<file path="config.mk">
export PLATFORM = sky130hd
export DESIGN_NAME = wb_sequencer
export DESIGN_NICKNAME = d
export VERILOG_FILES = /design/src/rtl/wb_pkg.sv /design/src/rtl/wb_timeout.sv /design/src/rtl/wb_sequencer.sv
export SDC_FILE = /design/constraint.sdc
export NUM_CORES = 1
export LEC_CHECK = 0
export ABC_AREA = 1
export BUFFER_PORTS_ARGS = -buffer_cell sky130_fd_sc_hd__buf_2
export CAP_MARGIN = 20
export CORE_MARGIN = 3
export CORE_UTILIZATION = 41
export CTS_BUF_LIST = sky130_fd_sc_hd__clkbuf_4 sky130_fd_sc_hd__clkbuf_8
export DETAILED_ROUTE_END_ITERATION = 8
export SLEW_MARGIN = 20
export SYNTH_ARGS = -nofsm -noshare
export SYNTH_HDL_FRONTEND = slang
export SYNTH_HIERARCHICAL = 1
export SYNTH_SLANG_ARGS = --single-unit
</file>
<file path="constraint.sdc">
create_clock -name clk -period 1.57 [get_ports clk]
set_clock_uncertainty 0.05 [all_clocks]
set_input_delay 0.2355 -clock clk [delete_from_list [all_inputs] [get_ports clk]]
set_output_delay 0.2355 -clock clk [all_outputs]
set_load 0.02 [all_outputs]
</file>
<file path="src/rtl/wb_pkg.sv">
`default_nettype none
// ============================================================================
// Module      : wb_pkg
// Description : Shared encodings for the writeback sequencer. This package
//               holds the writeback source selects, the FSM state codes and
//               the default source-ready timeout.
// Revision    : 1.0 - initial release
// ============================================================================
package wb_pkg;

    // Writeback source selects, also used as the DataSrc mux encoding
    localparam logic [2:0] c_SRC_LS       = 3'b000;
    localparam logic [2:0] c_SRC_HI       = 3'b001;
    localparam logic [2:0] c_SRC_LO       = 3'b010;
    localparam logic [2:0] c_SRC_SHIFT    = 3'b011;
    localparam logic [2:0] c_SRC_CONST227 = 3'b100;
    localparam logic [2:0] c_SRC_SE1_32   = 3'b101;
    localparam logic [2:0] c_SRC_ALUOUT   = 3'b110;
    localparam logic [2:0] c_SRC_INVALID  = 3'b111;

    // Sequencer FSM state encoding
    localparam logic [1:0] c_ST_IDLE     = 2'b00;
    localparam logic [1:0] c_ST_WAIT_SRC = 2'b01;
    localparam logic [1:0] c_ST_WRITE    = 2'b10;

    // Default number of cycles to wait for a source before giving up
    localparam int c_TIMEOUT_CYCLES_DEFAULT = 32;

    // Sources whose data is already available and need no ready handshake
    function automatic logic is_immediate(input logic [2:0] cls);
        return (cls == c_SRC_CONST227) || (cls == c_SRC_SE1_32) ||
               (cls == c_SRC_ALUOUT);
    endfunction

endpackage : wb_pkg
`default_nettype wire

</file>
<file path="src/rtl/wb_timeout.sv">
`default_nettype none
// ============================================================================
// Module      : wb_timeout
// Description : Saturating wait-cycle counter with a synchronous clear, a
//               count enable and an expired flag. The flag rises once LIMIT
//               enabled cycles have been counted since the last clear.
// Revision    : 1.0 - initial release
// ============================================================================
module wb_timeout #(
    parameter int LIMIT = 32
) (
    input  logic clk,
    input  logic rst,
    input  logic i_clear,
    input  logic i_enable,
    output logic o_expired
);

    localparam int                 c_CNT_W = $clog2(LIMIT + 1);
    localparam logic [c_CNT_W-1:0] c_LIMIT = c_CNT_W'(LIMIT);
    localparam logic [c_CNT_W-1:0] c_ONE   = c_CNT_W'(1);

    logic [c_CNT_W-1:0] r_count;
    logic               w_at_limit;

    assign w_at_limit = (r_count == c_LIMIT);
    assign o_expired  = w_at_limit;

    // Count enabled cycles, holding at the limit so the counter never wraps
    always_ff @(posedge clk or posedge rst) begin
        if (rst) begin
            r_count <= '0;
        end else if (i_clear) begin
            r_count <= '0;
        end else if (i_enable && !w_at_limit) begin
            r_count <= r_count + c_ONE;
        end
    end

endmodule : wb_timeout
`default_nettype wire

</file>
<file path="src/rtl/wb_sequencer.sv">
`default_nettype none
// ============================================================================
// Module      : wb_sequencer
// Description : Register writeback sequencer. This module accepts a one-cycle
//               writeback request and waits for the selected source to become
//               ready when needed. It then issues a single register-file write
//               and pulses done. Timeouts and invalid sources pulse err with
//               done. Abort drops the writeback silently.
// Revision    : 1.0 - initial release
// ============================================================================
module wb_sequencer
    import wb_pkg::*;
#(
    parameter int TIMEOUT_CYCLES = c_TIMEOUT_CYCLES_DEFAULT
) (
    input  logic       clk,
    input  logic       reset,
    input  logic       start,
    input  logic [2:0] wb_class,
    input  logic [4:0] wb_dest,
    input  logic       ls_done,
    input  logic       md_done,
    input  logic       shift_done,
    input  logic       abort,
    output logic [2:0] DataSrcControl,
    output logic       RegWrite,
    output logic [4:0] wb_addr,
    output logic       busy,
    output logic       done,
    output logic       err
);

    logic [1:0] r_state;
    logic [1:0] w_state_nxt;
    logic [2:0] r_class;
    logic [4:0] r_dest;
    logic       r_invalid;
    logic       w_accept;
    logic       w_ready;
    logic       w_expired;
    logic       w_in_idle;
    logic       w_in_wait;
    logic       w_in_write;
    logic       w_timeout;

    assign w_in_idle  = (r_state == c_ST_IDLE);
    assign w_in_wait  = (r_state == c_ST_WAIT_SRC);
    assign w_in_write = (r_state == c_ST_WRITE);

    // A request is only taken when idle and the source select is legal
    assign w_accept = w_in_idle && start && (wb_class != c_SRC_INVALID);

    // Select the ready line belonging to the latched source
    always_comb begin
        w_ready = 1'b0;
        case (r_class)
            c_SRC_LS:           w_ready = ls_done;
            c_SRC_HI, c_SRC_LO: w_ready = md_done;
            c_SRC_SHIFT:        w_ready = shift_done;
            default:            w_ready = 1'b0;
        endcase
    end

    // The counter is held clear while idle, so it starts from zero on entry to WAIT_SRC
    wb_timeout #(
        .LIMIT (TIMEOUT_CYCLES)
    ) u_timeout (
        .clk       (clk),
        .rst       (reset),
        .i_clear   (w_in_idle),
        .i_enable  (w_in_wait),
        .o_expired (w_expired)
    );

    // Ready wins over timeout, and abort wins over everything
    assign w_timeout = w_in_wait && !abort && !w_ready && w_expired;

    // Next-state selection
    always_comb begin
        w_state_nxt = r_state;
        case (r_state)
            c_ST_IDLE: begin
                if (w_accept) begin
                    w_state_nxt = is_immediate(wb_class) ? c_ST_WRITE : c_ST_WAIT_SRC;
                end
            end
            c_ST_WAIT_SRC: begin
                if (abort) begin
                    w_state_nxt = c_ST_IDLE;
                end else if (w_ready) begin
                    w_state_nxt = c_ST_WRITE;
                end else if (w_expired) begin
                    w_state_nxt = c_ST_IDLE;
                end
            end
            c_ST_WRITE: w_state_nxt = c_ST_IDLE;
            default:    w_state_nxt = c_ST_IDLE;
        endcase
    end

    // State register
    always_ff @(posedge clk or posedge reset) begin
        if (reset) begin
            r_state <= c_ST_IDLE;
        end else begin
            r_state <= w_state_nxt;
        end
    end

    // Capture the source select and destination of an accepted request
    always_ff @(posedge clk or posedge reset) begin
        if (reset) begin
            r_class <= c_SRC_ALUOUT;
            r_dest  <= 5'd0;
        end else if (w_accept) begin
            r_class <= wb_class;
            r_dest  <= wb_dest;
        end
    end

    // An invalid request is answered one cycle later with done and err
    always_ff @(posedge clk or posedge reset) begin
        if (reset) begin
            r_invalid <= 1'b0;
        end else begin
            r_invalid <= w_in_idle && start && (wb_class == c_SRC_INVALID);
        end
    end

    // Register $zero is never written, but the writeback still completes
    assign RegWrite       = w_in_write && !abort && (r_dest != 5'd0);
    assign wb_addr        = w_in_idle ? 5'd0 : r_dest;
    assign DataSrcControl = w_in_idle ? c_SRC_ALUOUT : r_class;
    assign busy           = !w_in_idle;
    assign done           = (w_in_write && !abort) || w_timeout || r_invalid;
    assign err            = w_timeout || r_invalid;

endmodule : wb_sequencer
`default_nettype wire

</file>
==> flow_summary.yaml, run 1 <==
critical_path:
  startpoint_type: "flop"
  path_max_fanout: 3
  critPathSlowestCell: "dfstp_2"
  cp_num_cells: 8
  cp_data_arrival_time_ns: 1.45
  crit_required_ns: 1.28
  critical_path.top_delay_family: "flip-flops"
  worstPathCellList: "inv_2 -> nand2_1 -> nand3_1 -> nand2_2 -> nand2_2 -> nand3_2 -> nand3b_1 -> buf_6"
  endpoint_kind: "output port"
  rr_startpoint: "r_class[1]"
  r2r-end: "r_state[1]"
  crit_start: "r_class[1]"
  cp-endpoint: "done"
  path_class: "reg -> out"
  path_common_cell: "nand2_2"
  worst-path-buf-inv: 2
  r2r_slack_ns: 0.21
  reg2regPathDepth: 9
  cp_slowest_stage_delay_ns: 0.56
clock_tree:
  cts.sinks: 17
  clk_latency_ns: 0.28
  cts_buffer_depth: 2
  cts_tree: "yes"
  htree_levels: 1
  numCtsBuffers: 3
  path_clk_slew_ns: 0.10
  clockRootBuffer: "clkbuf_4"
grt:
  track_usage: 0.148
  grt_antenna_before_repair: 0
  gr-total-overflow: 0
  grt_pass1_vias: 913
  grt_pass1_wl_um: 3770
  grt_max_degree: 18
floorplanning:
  start_util: 0.446
  chipHeight_um: 56.0
  dieArea_mm2: 0.00314
  fp.dieW_um: 56.0
  pin_count: 27
  num_rows: 17
  fp.coreArea_mm2: 0.00230
finish:
  multiInputGateArea_um2: 505
  nets: 192
  antenna_cells: 0
  layout_common_cells: "22 x nand2_1, 22 x buf_2, 21 x inv_1, 20 x nor2_1, 14 x dfrtp_1"
  fin_util: 0.584
  final.fill_count: 207
  regArea_um2: 429
  drive_above_1_share: 0.368
  area_delta_synth_final_pct: 30.9
place:
  hpwl_um: 1660
  portBuffers: 26
  place_congestion: 0.800
routing:
  vias_per_cell: 4.70
  drtPass1Iterations: 4
  routed_wl_um: 2280
  drc: 0
  vias: 949
  drtIter0Drc: 10
  final_antenna_net_count: 0
  wl_per_cell_um: 11.3
timing:
  period_minus_slack_ns: 1.74
  min_period_over_period: 1.11
  slew_violations: 0
  slew_headroom: 0.715
  setup_viol: 2
  fmax_mhz: 575
  fin_ws_ns: -0.170
  fin_tns_setup_ns: -0.311
  worst_pin_slew_ns: 0.427
  rsz0062_at_grt: "yes"
  hold_violations: 0
run_status:
  violations: "negative setup slack"
  status: "finished, violations left"
synthesis:
  synth_seq_cells: 17
  synth_edf_count: 0
  syn_inst: 136
  avgSynthCellArea_um2: 7.53
  post_synth_num_cell_types: 25
  ys_async_sr_fraction: 1.00
  ys.flop_type: "dfrtp_1"
  yosysSeqAreaShare: 0.418
  yosysWarnings: 6
  syn_nets: 153
  netlist_area_mm2: 0.00102
run:
  drv_cap: 0
pwr:
  power.leakage_uw: 0.000741
  peakVddDrop_mv: 1.12
  power_density_mw_per_mm2: 1810
min_path:
  hold_path_class: "in -> reg"
  min_path_cells: 3
-- Yosys cell counts, types with 2 or more instances --
library cell / count / area (um^2)
nand3_1: 15 / 75.1
nor2_1: 20 / 75.1
dfstp_2: 2 / 52.6
xor2_1: 3 / 26.3
ha_1: 2 / 25.0
inv_1: 25 / 93.8
dfrtp_1: 15 / 375
nand2_4: 2 / 22.5
nand2_1: 25 / 93.8
nand3_2: 2 / 20.0
nand4_1: 2 / 12.5
nor2_2: 2 / 12.5
a21oi_1: 8 / 40.0
inv_2: 2 / 7.51
-- final cells by class --
type / count / area share
tap: 28 / 0.0261
clock buffer: 4 / 0.0224
timing repair buffer: 36 / 0.179
multi-input combinational: 90 / 0.377
inverter: 27 / 0.0756
sequential: 17 / 0.320
-- flip-flops by register name, summed over array words and instances (netlist names) --
signal             count
r_state                2
r_class                3
r_invalid              1
r_dest                 5
u_timeout/r_count      6
-- routing by layer --
layer | wire length, um | part of all wire | global-route usage | up-vias
met5 | 0 | 0 | 0 | -
met4 | 18 | 0.0079 | 0.0542 | 0
met3 | 90 | 0.040 | 0.0209 | 2
met2 | 1100 | 0.48 | 0.244 | 20
met1 | 1070 | 0.47 | 0.197 | 433
li1 | - | - | - | 494
-- worst register-to-register path, delay by kind of cell (launching register included) --
kind	cells	cell delay, ns
flops	1	0.56
buf+inv	2	0.18
simple gates	7	0.50
-- through the flow --
step | hold slack (ns) | cells | instance area (um^2) | total power [uW] | setup WS, ns
2_1_floorplan | -0.0235 | 136 | 1020 | 1580 | 0.160
3_3_place_gp | 0.123 | 190 | 1190 | 1870 | 0.142
3_5_place_dp | 0.124 | 190 | 1190 | 1880 | 0.109
4_1_cts | 0.127 | 198 | 1270 | 2250 | -0.173
5_1_grt | 0.145 | 202 | 1340 | 2630 | -0.270
6_report | 0.145 | 202 | 1340 | 2430 | -0.170
-- what timing repair did --
| action | in CTS | in global routing |
|---|---|---|
| resized for setup | 8 | 15 |
| pin swaps | 4 | 3 |
| hold buffers | 1 | 0 |
| hold endpoints to repair | 15 | 0 |
| buffers inserted | 3 | 4 |
| setup endpoints to repair | 8 | 10 |
-- kinds of logic after synthesis --
logic type / Yosys count / share of synthesized area
AOI/OAI and AO/OA: 12 / 0.0647
buffers and inverters: 29 / 0.117
xor gates and xnor gates: 3 / 0.0256
adders and majority gates: 2 / 0.0244
DFF: 17 / 0.418
and+or+nand+nor: 73 / 0.350
-- how the worst min path moves through the flow --
stage                                 to   startpoint
detailed placement  u_timeout/r_count[3]        reset
floorplan           u_timeout/r_count[0]        reset
CTS                           r_class[2]  wb_class[2]
finish                        r_class[2]  wb_class[2]
global route                  r_class[2]  wb_class[2]
global placement    u_timeout/r_count[3]        reset
-- power by group --
group / leakage (uW) / internal (uW) / switching, uW
logic: 0.000514 / 588 / 911
clock network: 0.0000184 / 116 / 132
registers: 0.000209 / 595 / 88.9
total: 0.000741 / 1300 / 1130
Power figures use the tool's default switching activity.
==> inputs of run 2 (changes only) <==
- ABC_AREA: 1 -> not set
- PLACE_DENSITY: not set -> 0.67
- clock period: 1.57 -> 1.55 ns (I/O delays scaled with it)
==> flow_summary.yaml, run 2 <==
critical_path:
  rr_startpoint: "r_state[1]"
  startpoint_type: "flop"
  cp-endpoint: "done"
  endpoint_kind: "output port"
  reg2regPathDepth: 4
  path_max_fanout: 3
  crit_start: "r_class[1]"
  worstPathCellList: "mux2i_2 -> o22a_1 -> a311o_1 -> buf_6"
  cp_data_arrival_time_ns: 1.69
  r2r_slack_ns: -0.12
  path_class: "reg -> out"
  crit_required_ns: 1.27
  critPathSlowestCell: "dfstp_2"
  cp_slowest_stage_delay_ns: 0.59
  r2r-end: "r_dest[2]"
place:
  place_congestion: 0.765
  dp.cells: 165
  hpwl_um: 1770
  portBuffers: 26
  preCtsSetupSlack_ns: -0.0469
timing:
  slew_headroom: 0.699
  slew_violations: 0
  fin_ws_ns: -0.420
  period_minus_slack_ns: 1.97
  rsz0062_at_grt: "yes"
  worst_pin_slew_ns: 0.452
  setup_viol: 20
  min_period_over_period: 1.27
  hold_violations: 0
  fmax_mhz: 508
  whs_ns: 0.0773
synthesis:
  syn_inst: 98
  ys_async_sr_fraction: 1.00
  avgSynthCellArea_um2: 10.4
  synth_most_common_cell: "dfrtp_1"
  synth_seq_cells: 17
  post_synth_num_cell_types: 37
  netlist_area_mm2: 0.00102
  synth.area.top_cells: "dfrtp_1 37%, mux2_4 8.9%, dfstp_2 5.2%"
  syn_nets: 115
  ys_top_cells_by_count: "15 x dfrtp_1, 9 x inv_1, 8 x nor2b_1"
  synth_edf_count: 0
  ys.flop_type: "dfrtp_1"
  yosysSeqAreaShare: 0.421
  yosysWarnings: 6
  synth.largest_area_cell: "dfrtp_1"
  netlist.area_leader.share: 0.369
routing:
  drc: 0
  drtIter0Drc: 30
  vias_per_cell: 5.28
  vias: 976
  final_antenna_net_count: 0
  wl_per_cell_um: 15.2
  routed_wl_um: 2800
  drtPass1Iterations: 4
pwr:
  power_uw: 1820
  power.leakage_uw: 0.000767
  peakVddDrop_mv: 0.865
  power_density_mw_per_mm2: 1130
finish:
  nets: 175
  largest_register_ffs: 6
  final_common_cell: "buf_4"
  antenna_cells: 0
  top_regs: "u_timeout/r_count (6), r_dest (5), r_class (3)"
  final.fill_count: 178
  layout_common_cells: "23 x buf_4, 17 x buf_6, 17 x buf_2, 14 x dfrtp_1"
  instances_no_fill: 185
  fin_util: 0.709
  drive_above_1_share: 0.586
  top_register: "u_timeout/r_count"
  area_delta_synth_final_pct: 58.9
run_status:
  violations: "negative setup slack"
  status: "finished, violations left"
grt:
  grt_use_met2: 0.304
  grt_pass1_wl_um: 4370
  gr-total-overflow: 0
  grt_antenna_before_repair: 0
  grt_use_met1: 0.212
  track_usage: 0.179
  grtUsageMet3: 0.0441
  grt_pass1_vias: 955
  grt_max_degree: 12
  grt_busiest_layer: "met2"
floorplanning:
  fp.dieW_um: 55.8
  start_util: 0.446
  pin_count: 27
  dieArea_mm2: 0.00311
  fp.coreArea_mm2: 0.00228
  chipHeight_um: 55.8
  num_rows: 17
clock_tree:
  cts_buffer_depth: 2
  cts_tree: "yes"
  clk_latency_ns: 0.31
  numCtsBuffers: 3
  cts.sinks: 17
  path_clk_slew_ns: 0.11
  clockRootBuffer: "clkbuf_4"
  htree_levels: 1
min_path:
  min_path_cells: 2
  hold_path_class: "in -> reg"
run:
  drv_cap: 0
## run 2: cell count changes after synthesis, sizes merged, moves of 3 or more
cell / before / now
a21oi: 9 / 3
a31oi: 0 / 3
inv: 27 / 9
mux2: 0 / 6
nand2: 28 / 6
nand3: 18 / 0
nor2: 23 / 5
nor2b: 0 / 8
nor3b: 0 / 4
## run 2: cell families after synthesis
family	synth area share
fa+ha+maj	0.0246
buf+inv	0.0468
mux	0.108
flops	0.421
xor+xnor	0.0172
compound gates	0.128
simple gates	0.254
## run 2: cell type report
type | count | area [um^2] | share of cell area
Multi-Input combinational cell | 69 | 624 | 0.387
Timing Repair Buffer | 58 | 459 | 0.284
Sequential cell | 17 | 429 | 0.266
Inverter | 9 | 36.3 | 0.0225
Tap cell | 28 | 35.0 | 0.0217
Clock buffer | 3 | 22.5 | 0.0140
Clock inverter | 1 | 7.51 | 0.00465
## run 2: stage by stage
stage                     area [um^2]  TNS [ns]
after floorplan                  1030   -0.0185
after global placement           1290   -0.0366
after detailed placement         1290    -0.217
after CTS                        1430     -3.05
after global routing             1610     -4.49
final                            1610     -3.16
## run 2: repair_timing
item | 4_1_cts | 5_1_grt
endpoints found under the hold margin | 15 | 0
pin swaps | 2 | 8
gates resized for setup | 15 | 38
gates cloned | 0 | 1
hold buffers | 1 | 0
endpoints found under the setup margin | 20 | 24
setup buffers | 7 | 7
## run 2: critical path: cells and delay by family (launching register included)
kind | cells | cell delay, ns
DFF | 1 | 0.59
buffers and inverters | 1 | 0.13
AOI/OAI and AO/OA | 2 | 0.43
muxes | 1 | 0.23
## run 2: layer usage
metal	vias up	wire [um]	share of wire
li1	471	-	-
met1	465	1080	0.38
met2	35	1490	0.53
met3	5	190	0.068
met4	0	44	0.016
met5	-	0	0
## run 2: how the worst min path moves through the flow
stage	startpoint	to
floorplan	reset	u_timeout/r_count[0]
global placement	reset	u_timeout/r_count[1]
detailed placement	reset	u_timeout/r_count[1]
CTS	start	r_class[2]
global route	start	r_class[2]
finish	start	r_class[2]
## run 2: power by group
part / leakage [uW] / total, uW / internal [uW] / switching, uW
clock network: 0.0000139 / 263 / 98.7 / 164
registers: 0.000213 / 605 / 534 / 70.6
logic: 0.000539 / 952 / 552 / 399
